## config.mk

```make
export PLATFORM = sky130hd
export DESIGN_NAME = instr_fetch
export DESIGN_NICKNAME = d
export VERILOG_FILES = /design/src/rtl/instr_fetch.sv
export SDC_FILE = /design/constraint.sdc
export NUM_CORES = 1
export LEC_CHECK = 0
export ABC_AREA = 1
export ABC_CLOCK_PERIOD_IN_PS = 1500
export CAP_MARGIN = 0
export CORE_ASPECT_RATIO = 0.8
export CORE_MARGIN = 4
export CORE_UTILIZATION = 46
export DETAILED_ROUTE_END_ITERATION = 16
export PLACE_DENSITY = 0.79
export SLEW_MARGIN = 20
export SYNTH_ARGS = -nofsm -noshare
export SYNTH_HDL_FRONTEND = slang
export SYNTH_SLANG_ARGS = --single-unit
```

## constraint.sdc

```tcl
create_clock -name clk -period 1.5 [get_ports clk]
set_input_delay 0.15 -clock clk [delete_from_list [all_inputs] [get_ports clk]]
set_output_delay 0.15 -clock clk [all_outputs]
set_load 0.02 [all_outputs]
```

## src/rtl/instr_fetch.sv

```systemverilog
// instr_fetch: per-core fetch stage; reads one- or two-byte instructions byte by byte
// from the shared memory controller and hands {opcode, operand} to the decoder.
module instr_fetch #(
  parameter int          RD_LAT   = 1,
  parameter logic [7:0]  PC_RESET = 8'h00
) (
  input  logic        clk,
  input  logic        rst,
  output logic        mem_req,
  output logic [7:0]  mem_addr,
  input  logic        mem_ack,
  input  logic [7:0]  mem_rdata,
  input  logic        jump_en,
  input  logic [7:0]  jump_addr,
  input  logic        halt,
  output logic [15:0] instr,
  output logic [7:0]  instr_pc,
  output logic        instr_valid,
  input  logic        instr_ready
);
  typedef enum logic [2:0] {IDLE, REQ_OP, WAIT_OP, REQ_ARG, WAIT_ARG, OUT} state_e;
  localparam logic [1:0] LAT_M1 = 2'(RD_LAT - 1);
  state_e      state_q, state_d;
  logic [7:0]  pc_q, pc_d, ipc_q, ipc_d;
  logic [1:0]  cnt_q, cnt_d;
  logic [15:0] instr_q, instr_d;
  logic        lat_done;
  assign lat_done    = cnt_q == LAT_M1;
  assign mem_req     = state_q == REQ_OP || state_q == REQ_ARG;
  assign mem_addr    = pc_q;
  assign instr_valid = state_q == OUT;
  assign instr       = instr_q;
  assign instr_pc    = ipc_q;
  // instr/instr_pc are only observable in OUT, so they double as the opcode holding register
  always_comb begin
    state_d = state_q;
    pc_d    = pc_q;
    cnt_d   = cnt_q;
    instr_d = instr_q;
    ipc_d   = ipc_q;
    if (jump_en) begin
      pc_d    = jump_addr;
      cnt_d   = 2'd0;
      state_d = halt ? IDLE : REQ_OP;
    end else begin
      case (state_q)
        IDLE: state_d = halt ? IDLE : REQ_OP;
        REQ_OP, REQ_ARG: begin
          state_d = mem_ack ? (state_q == REQ_OP ? WAIT_OP : WAIT_ARG) : state_q;
          cnt_d   = mem_ack ? 2'd0 : cnt_q;
        end
        WAIT_OP: begin
          cnt_d   = lat_done ? cnt_q : cnt_q + 2'd1;
          pc_d    = lat_done ? pc_q + 8'd1 : pc_q;
          instr_d = lat_done ? {mem_rdata, 8'h00} : instr_q;
          ipc_d   = lat_done ? pc_q : ipc_q;
          state_d = !lat_done ? WAIT_OP : (mem_rdata[7] ? REQ_ARG : OUT);
        end
        WAIT_ARG: begin
          cnt_d   = lat_done ? cnt_q : cnt_q + 2'd1;
          pc_d    = lat_done ? pc_q + 8'd1 : pc_q;
          instr_d = lat_done ? {instr_q[15:8], mem_rdata} : instr_q;
          state_d = lat_done ? OUT : WAIT_ARG;
        end
        OUT: state_d = instr_ready ? (halt ? IDLE : REQ_OP) : OUT;
        default: state_d = IDLE;
      endcase
    end
  end
  always_ff @(posedge clk) begin
    if (rst) begin
      state_q <= IDLE;
      pc_q    <= PC_RESET;
      cnt_q   <= 2'd0;
      instr_q <= 16'h0000;
      ipc_q   <= PC_RESET;
    end else begin
      state_q <= state_d;
      pc_q    <= pc_d;
      cnt_q   <= cnt_d;
      instr_q <= instr_d;
      ipc_q   <= ipc_d;
    end
  end
endmodule
```

Yosys cells after proc, flatten, opt, wreduce, memory -nomap -nowiden
Cells that the tools add are included.
{"block": "op_classes", "addsub": 2, "n_mul": 0, "n_div": 0, "magnitude_cmp": 0, "n_eq_ne": 10, "shifts": 0, "n_mux": 18, "bitwise_logic": 2, "reduce_logical": 15}
{"op": "$mux 8", "n": 4}
{"op": "$pmux 16 s2", "n": 1}
{"op": "$mux 3", "n": 6}
{"op": "$mux 16", "n": 1}
{"op": "$pmux 3 s5", "n": 1}
{"op": "$add 8x1->8 const B", "n": 1}
{"op": "$ne 2x2->1 const B", "n": 4}
{"op": "$reduce_and 4->1", "n": 2}
{"op": "$reduce_bool 2->1", "n": 4}
{"op": "$eq 3x2->1 const B", "n": 2}
{"op": "$eq 3x3->1 const B", "n": 2}
{"op": "$reduce_and 3->1", "n": 2}
{"op": "$reduce_or 2->1", "n": 3}
{"op": "$mux 2", "n": 2}
{"op": "$pmux 2 s2", "n": 1}
{"op": "$eq 3x1->1 const B", "n": 1}
{"op": "$logic_not 3->1", "n": 1}
{"op": "$ne 3x3->1 const B", "n": 1}
{"op": "$add 2x1->2 const B", "n": 1}
{"op": "$logic_not 2->1", "n": 1}
{"op": "$mux 1", "n": 2}
{"op": "$not 1->1", "n": 2}
{"op": "$reduce_and 2->1", "n": 1}
{"op": "$logic_or 1x1->1", "n": 1}
{"block": "word_totals", "register_bits": 37, "latchBits": 0, "ram_bits": 0, "mem_bits_ro": 0, "in_bits": 22, "out_inout_bits": 34, "word_cells": 53, "n_memories": 0}

Logic depth before layout (Yosys ltp)
Gate-level depths: netlist (run 1).
{"block": "depth", "depth_word": 5, "ltp_mapped": 10}

Worst setup path before layout (run 1)
OpenSTA, ideal clock, no wires.
{"block": "synth_path", "path_type": "reg2reg", "from": "register state_q[0]", "to": "register state_q[0]", "arrival_time_ps": 1297, "t_required_ps": 1430, "setup_slack_ps": 133, "path_stages_with_launch": 7, "n_path_buf": 0, "period_less_slack_ps": 1367, "cell_sequence": "dfxtp_1 > inv_1 > nor2_1 > nand2_1 > nor2_1 > a21oi_1 > a21oi_1"}
{"block": "synth_between", "elab_chain_len": 4, "elab_cells_between_ends": 10, "classes_between": "eq/ne: 6; mux: 2; reduce/logical: 2"}
{"element": "start, declared", "line_no": "23", "rtl": "state_e state_q, state_d;"}
{"element": "start signal, assigned", "line_no": "78", "rtl": "state_q <= state_d;"}
{"element": "$eq 3x1->1 or $eq 3x2->1 (tied branches)", "line_no": "46", "rtl": "case (state_q)"}
{"element": "$reduce_or 2->1", "line_no": "46"}
{"element": "$pmux 3 s5", "line_no": "46"}
{"element": "$mux 3", "line_no": "41", "rtl": "if (jump_en) begin"}
Parallel ways exist; a longest one is shown, timed or not.
A chain may end at the register's enable or synchronous reset.

Worst setup path after layout (run 1)
{"block": "layout_path", "from": "register pc_q[5], in the netlist mem_addr[5]", "to": "output port mem_addr[5]"}
{"element": "start, declared", "line_no": "24", "rtl": "logic [7:0] pc_q, pc_d, ipc_q, ipc_d;"}
{"element": "start signal, assigned", "line_no": "79", "rtl": "pc_q <= pc_d;"}
{"element": "end, declared", "line_no": "10", "rtl": "output logic [7:0] mem_addr,"}
No word-level cell between the ends.

==> results by group, run 1 <==
Status
  • Status: finished, final reports clean

Finish
  • Ant. Diodes: 0
  • Most common cell after layout, fill and taps aside: nand2_1
  • Core Util, Final: 71.75%
  • FF+latch area: 742.0 µm²
  • Area of the multi-input gates: between 800 and 900 µm²
  • Fillers: slightly above 300
  • NumNets Final: 342
  • Commonest non-fill, non-tap cells in the layout: nand2_1, clkdlybuf4s50_1, nand3_1
  • Layout Cells excl Fill: 361
  • Synthesis-to-finish area growth: 44.22%
  • Share of cells above drive strength 1: 12.54%

Yosys
  • Flip-flop and latch count after synthesis: 37
  • Syn_nets: 276
  • Syn avg cell area: 7.040 µm²
  • Syn Inst Count: 252
  • Yosys top cell by area: dfxtp_1
  • Netlist cell types: 22
  • Largest cells by area after synthesis: dfxtp_1, nand3_1, nand2_1, a21oi_1, inv_1
  • Post-Syn Area: ~1800 µm²
  • Register area share after synthesis: 41.75%
  • Post-synth top area share: 41.75%
  • Syn. warnings: 0

Critical path
  • R2R depth: 9
  • RR Startpoint: cnt_q[1]
  • Critical Path Source Type: flip-flop
  • Worst setup path startpoint: mem_addr[5]
  • CP Max Fanout: 2
  • CP endpoint kind: output pin
  • CP delay by family, top: buffers and inverters
  • Worst EP arrival: 1.28 ns
  • Reg2reg setup slack: between 0.1 and 0.15 ns
  • CP Data Required Time: 1.35 ns
  • Class of the most critical setup path: reg -> out
  • Crit path buffers/inverters: 1
  • Reg2reg end: instr[1]
  • Crit path max-delay cell type: clkdlybuf4s50_1
  • Crit-path max cell delay: roughly 0.62 ns
  • CP cell instances: clkdlybuf4s50_1

Routing
  • Pre-Repair DR Iteration Count: 7
  • Vias: approximately 1900
  • Via density: around 5.3
  • Routed Antenna Nets: 0
  • Final wirelength: 4781 µm
  • Residual DRC: 0
  • Per-cell routed wire length: 13.24 µm
  • Drt first-iter violations: around 220

Placement
  • Placed Cells: 353
  • Port Buffer Count: 55
  • Gpl congestion: 0.8757
  • Post-Place Worst Slack: -0.04925 ns
  • DP HPWL: 3722 µm

Timing
  • Unrepaired setup endpoints after global routing: true
  • Relative slew slack: 74.25%
  • Worst Slack Setup Final: about 0.07 ns
  • Final Hold Fails: 0
  • Finish-stage setup viols: 0
  • Slew @ Worst Pin: a little under 0.4 ns
  • Fmax: 699.5 MHz
  • Max-slew violation count: 0
  • Final period util: 95.31%
  • Clk_skew: 0.01248 ns
  • Setup total negative slack: 0 ns
  • Min Tclk post-route: 1.430 ns

Power
  • Peak supply drop: 582.5 µV
  • P_leak: around 0.0011 µW
  • Total power draw: 2084 µW
  • Pwr per Cell Area: 814.5 nW/µm²

Global routing
  • Initial antenna violation count: 0
  • Overall fraction of global-route tracks in use: 19.93%
  • Largest net degree at the start of global routing: 23
  • Vias in the first global route: 1704
  • Global-route wire length before repair: 7997 µm
  • Overflow after GRT: 0

Worst hold path
  • Hold Crit Endpoint: instr[15]
  • Worst hold path depth: 2
  • Min-delay src: instr[15]
  • Min-Delay Path Class: reg -> reg

Clock tree
  • CTS Buf Count: 5
  • Clock slew at reported path FFs: roughly 0.080 ns
  • TritonCTS clock tree: built
  • Hold buffer count at cts: 0
  • Worst skew pair latency: 0.29 ns
  • Max H-tree Level: 2
  • Clk Tree Root Cell: clkbuf_8
  • Setup repair bufs after CTS: 0
  • Clk sinks: 37
  • Clock Path Buffers: 2

Floorplanning
  • Core outline area: 3566 µm²
  • Die Ht: 63.55 µm
  • Starting density of the core: between 40 and 50%
  • Row cnt: 19
  • Die ar.: 4921 µm²
  • Num ports: 56
  • Die Wd: 77.44 µm

Job
  • Max Cap Viol: 0
flip-flops by register name (all words and copies together), names as in the netlist:
name      flops
instr        16
instr_pc      8
mem_addr      8
state_q       3
cnt_q         2
cells in the mapped netlist, drive strengths merged:
cell type and n:
nand4 7, o21ai 15, a21oi 30, dfxtp 37
nor2 22, mux2i 1, clkbuf 5, nand2 54
nand3b 2, or2 1, buf 6, ha 2
nand3 43, inv 27
how the worst max path moves through the flow:
stage	endpoint	depth (start not counted)	slack [ns]
5_1_grt	mem_addr[2]	7	-0.01
3_3_place_gp	instr[7]	7	0.02
4_1_cts	mem_addr[0]	1	0.0006
2_1_floorplan	state_q[0]	6	0.13
6_report	mem_addr[5]	1	0.07
3_5_place_dp	instr[1]	7	-0.05
where the power goes:
part / internal, µW / switching (µW)
sequential: 1010 / 29.7
combinational: 165 / 195
clock: 321 / 362
total: 1500 / 587
logic make-up after synthesis:
kind of cell / after synthesis / share of synthesized area [%]
AND/OR/NAND/NOR: 129 / 34.56
AO/OA/AOI/OAI: 45 / 12.69
buffers and inverters: 38 / 9.027
flip-flops: 37 / 41.75
adder cells (fa/ha/maj): 2 / 1.410
multiplexers: 1 / 0.5642
tightest hold or removal path, cell delays in order (launching register included):
cell	delay, ns
dfxtp_1	0.31
nand2_1	0.06
a21oi_1	0.05
routing by layer:
metal	wire (µm)	GRT usage [%]	vias to the layer above
met5	0	0	-
met4	68	5.333	0
met3	353	5.413	9
met2	2122	30.28	72
met1	2236	27.72	865
li1	-	-	965
cell type report:
cell class,count,share of cell area (%)
Clock buffer,5,2.689
Timing Repair Buffer,70,26.41
Inverter,27,4.059
Sequential cell,37,29.00
Clock inverter,3,0.6846
Multi-Input combinational cell,177,35.11
Tap cell,42,2.054
repair_timing:
action	in CTS	in global routing
resized for setup	7	11
cloned	0	0
pin swaps	0	1
setup endpoints to repair	5	30
per-stage QoR:
stage	area [µm²]	hold slack, ns
2_1_floorplan	1774	0.3100
3_3_place_gp	2444	0.4555
3_5_place_dp	2444	0.4579
4_1_cts	2526	0.4684
5_1_grt	2559	0.4849
6_report	2559	0.4660
Note: power is estimated with default switching activity, not from simulation.
==> run 2, diff against run 1 <==
--- a/config.mk
+++ b/config.mk
@@ -11,6 +11,7 @@
 export CORE_ASPECT_RATIO = 0.8
 export CORE_MARGIN = 4
 export CORE_UTILIZATION = 46
+export CTS_CLUSTER_SIZE = 12
 export DETAILED_ROUTE_END_ITERATION = 16
 export PLACE_DENSITY = 0.79
 export SLEW_MARGIN = 20
==> results of run 2 <==
No change in the layout: final DEF, timing and power equal those of run 1.
==> run 3, diff against run 2 <==
--- a/config.mk
+++ b/config.mk
@@ -8,10 +8,10 @@
 export ABC_AREA = 1
 export ABC_CLOCK_PERIOD_IN_PS = 1500
 export CAP_MARGIN = 0
-export CORE_ASPECT_RATIO = 0.8
+export CORE_ASPECT_RATIO = 0.6
 export CORE_MARGIN = 4
 export CORE_UTILIZATION = 46
-export CTS_CLUSTER_SIZE = 12
+export CTS_CLUSTER_SIZE = 14
 export DETAILED_ROUTE_END_ITERATION = 16
 export PLACE_DENSITY = 0.79
 export SLEW_MARGIN = 20
==> run 3 against run 2 <==
Utilization about the same. Cell area up 3.2%. Critical path depth up 8. Combinational power up 2%. Final cell count up 1.7%. Total power increased by 7.7%. Fmax is 0.17% higher. First-iteration DRC count decreased by 29%. Largest cell class unchanged.
==> results by group, run 3 (synthesis gave the netlist of run 1 again) <==
Clock tree
  • Clk sinks: 37 (unchanged)
  • Worst skew pair latency: 0.29 ns (about the same)
  • Clock slew at reported path FFs: 0.07 ns (about the same)
  • TritonCTS clock tree: built
  • Max H-tree Level: 2 (unchanged)
  • CTS Buf Count: 5 (unchanged)
  • Hold buffer count at cts: 0 (unchanged)
  • Clock Path Buffers: 2 (unchanged)
  • Clk Tree Root Cell: clkbuf_8

Global routing
  • Overall fraction of global-route tracks in use: 20.88% (+0.94 points)
  • Global-route wire length before repair: 8162 µm (+2.1%)
  • Vias in the first global route: 1741 (+2.2%)
  • Largest net degree at the start of global routing: 24 (+4.3%)
  • Overflow after GRT: 0 (unchanged)
  • Initial antenna violation count: 0 (unchanged)

Timing
  • Slew @ Worst Pin: 0.3911 ns (+0.005217 ns)
  • Relative slew slack: 73.90% (-0.35 points)
  • Min Tclk post-route: 1.427 ns (-0.002412 ns)
  • Final Hold Fails: 0 (unchanged)
  • Max-slew violation count: 0 (unchanged)
  • Final period util: 95.15% (-0.16 points)
  • Fmax: 700.6 MHz (+0.17%)
  • Clk_skew: 0.004709 ns (-0.007774 ns)
  • Hold Slack: 0.4675 ns (+0.001570 ns)
  • Finish-stage setup viols: 0 (unchanged)
  • Unrepaired setup endpoints after global routing: true

Finish
  • Commonest non-fill, non-tap cells in the layout: nand2_1, clkdlybuf4s50_1, nand3_1
  • Ant. Diodes: 0 (unchanged)
  • Most common cell after layout, fill and taps aside: nand2_1
  • NumNets Final: 344 (+0.58%)
  • Synthesis-to-finish area growth: 48.87%
  • Core Util, Final: 71.78% (about the same)
  • Max FFs per register: 16 (unchanged)
  • Fillers: 298 (-2.6%)
  • Share of cells above drive strength 1: 13.44% (+0.90 points)

Placement
  • Port Buffer Count: 55 (unchanged)
  • DP HPWL: 3699 µm (-0.60%)
  • Gpl congestion: 0.8497 (-3.0%)

Routing
  • Met3 routed WL: 510 µm (+44%)
  • Per-cell routed wire length: 13.87 µm (+4.7%)
  • Met2 WL post-DR: 2051 µm (-3.3%)
  • M1 WL: 2485 µm (+11%)
  • Via density: 5.283 (-0.19%)
  • Residual DRC: 0 (unchanged)
  • Drt first-iter violations: 158 (-29%)
  • Pre-Repair DR Iteration Count: 4 (-3)
  • Vias: 1939 (+1.5%)
  • Final wirelength: 5091 µm (+6.5%)
  • Routed Antenna Nets: 0 (unchanged)
  • Top Metal Used: met4

Critical path
  • Critical Path Source Type: flip-flop
  • CP Max Fanout: 11 (+9)
  • CP Data Required Time: 1.72 ns (+0.37 ns)
  • Class of the most critical setup path: reg -> reg
  • Worst EP arrival: 1.65 ns (+0.37 ns)
  • CP endpoint kind: flip-flop

Floorplanning
  • Starting density of the core: 48.21% (-1.5 points)
  • Die ar.: 4947 µm² (+0.54%)
  • Die Ht: 56.11 µm (-12%)
  • Core outline area: 3680 µm² (+3.2%)
  • Num ports: 56 (unchanged)
  • Row cnt: 17 (-2)
  • Die Wd: 88.18 µm (+14%)

Power
  • Total power draw: 2244 µW (+7.7%)
  • Peak supply drop: 505.6 µV (-13%)
  • P_leak: 0.001144 µW (+2.1%)
  • Pwr per Cell Area: 849.6 nW/µm² (+4.3%)

Status
  • Status: finished, final reports clean

Job
  • Max Cap Viol: 0 (unchanged)

Worst hold path
  • Min-Delay Path Class: in -> reg
## run 3: what timing repair did
item / CTS / global route
buffers inserted: 0 / 1
pin swaps: 0 / 3
setup endpoints to repair: 7 / 28
resized for setup: 8 / 15
cloned: 0 / 2
## run 3: cell type report
cell class | instances | area (µm²) | share of cell area (%)
Sequential cell | 37 | 743.2 | 28.14
Timing Repair Buffer | 72 | 734.5 | 27.81
Clock inverter | 2 | 35.03 | 1.326
Clock buffer | 5 | 68.82 | 2.605
Tap cell | 47 | 58.81 | 2.226
Multi-Input combinational cell | 177 | 894.6 | 33.87
Inverter | 27 | 106.4 | 4.027
## run 3: path summary, 6_finish.rpt
| check | start | to | slack [ns] | cells past startpoint |
|---|---|---|---|---|
| setup / recovery | cnt_q[0] | instr[12] | 0.07 | 9 |
| hold reg to reg | instr[11] | instr[11] | 0.47 | 2 |
| setup reg to reg | cnt_q[0] | instr[12] | 0.07 | 9 |
| hold / removal | mem_rdata[4] | instr[12] | 0.47 | 3 |
## run 3: worst max-delay path, cell delays in order, from the launching register on
cell       delay (ns)
dfxtp_2          0.33
inv_2            0.07
ha_4             0.14
inv_2            0.05
nor2_4           0.18
nand3_4          0.15
inv_6            0.12
clkbuf_16        0.15
nand3_1          0.07
a21oi_1          0.11
## run 3: stage by stage
stage          cells  area [µm²]  TNS [ns]  setup WS [ns]
5_1_grt          367        2641   -0.1889       -0.03546
6_report         367        2641         0        0.07275
2_1_floorplan    252        1774         0         0.1328
3_5_place_dp     357        2455  -0.03545       -0.01118
3_3_place_gp     357        2455         0        0.04550
4_1_cts          364        2551         0        0.02558
## run 3: where the power goes
group	switching, µW	leakage, µW	internal [µW]
Clock	349	0.0000540	483
Combinational	199	0.000789	168
Sequential	33.6	0.000301	1010
Total	581	0.00114	1660
## run 3: per-layer routing
metal	GRT usage, %	vias up
li1	-	972
met1	33.01	863
met2	26.62	96
met3	4.882	8
met4	7.112	0
met5	0	-
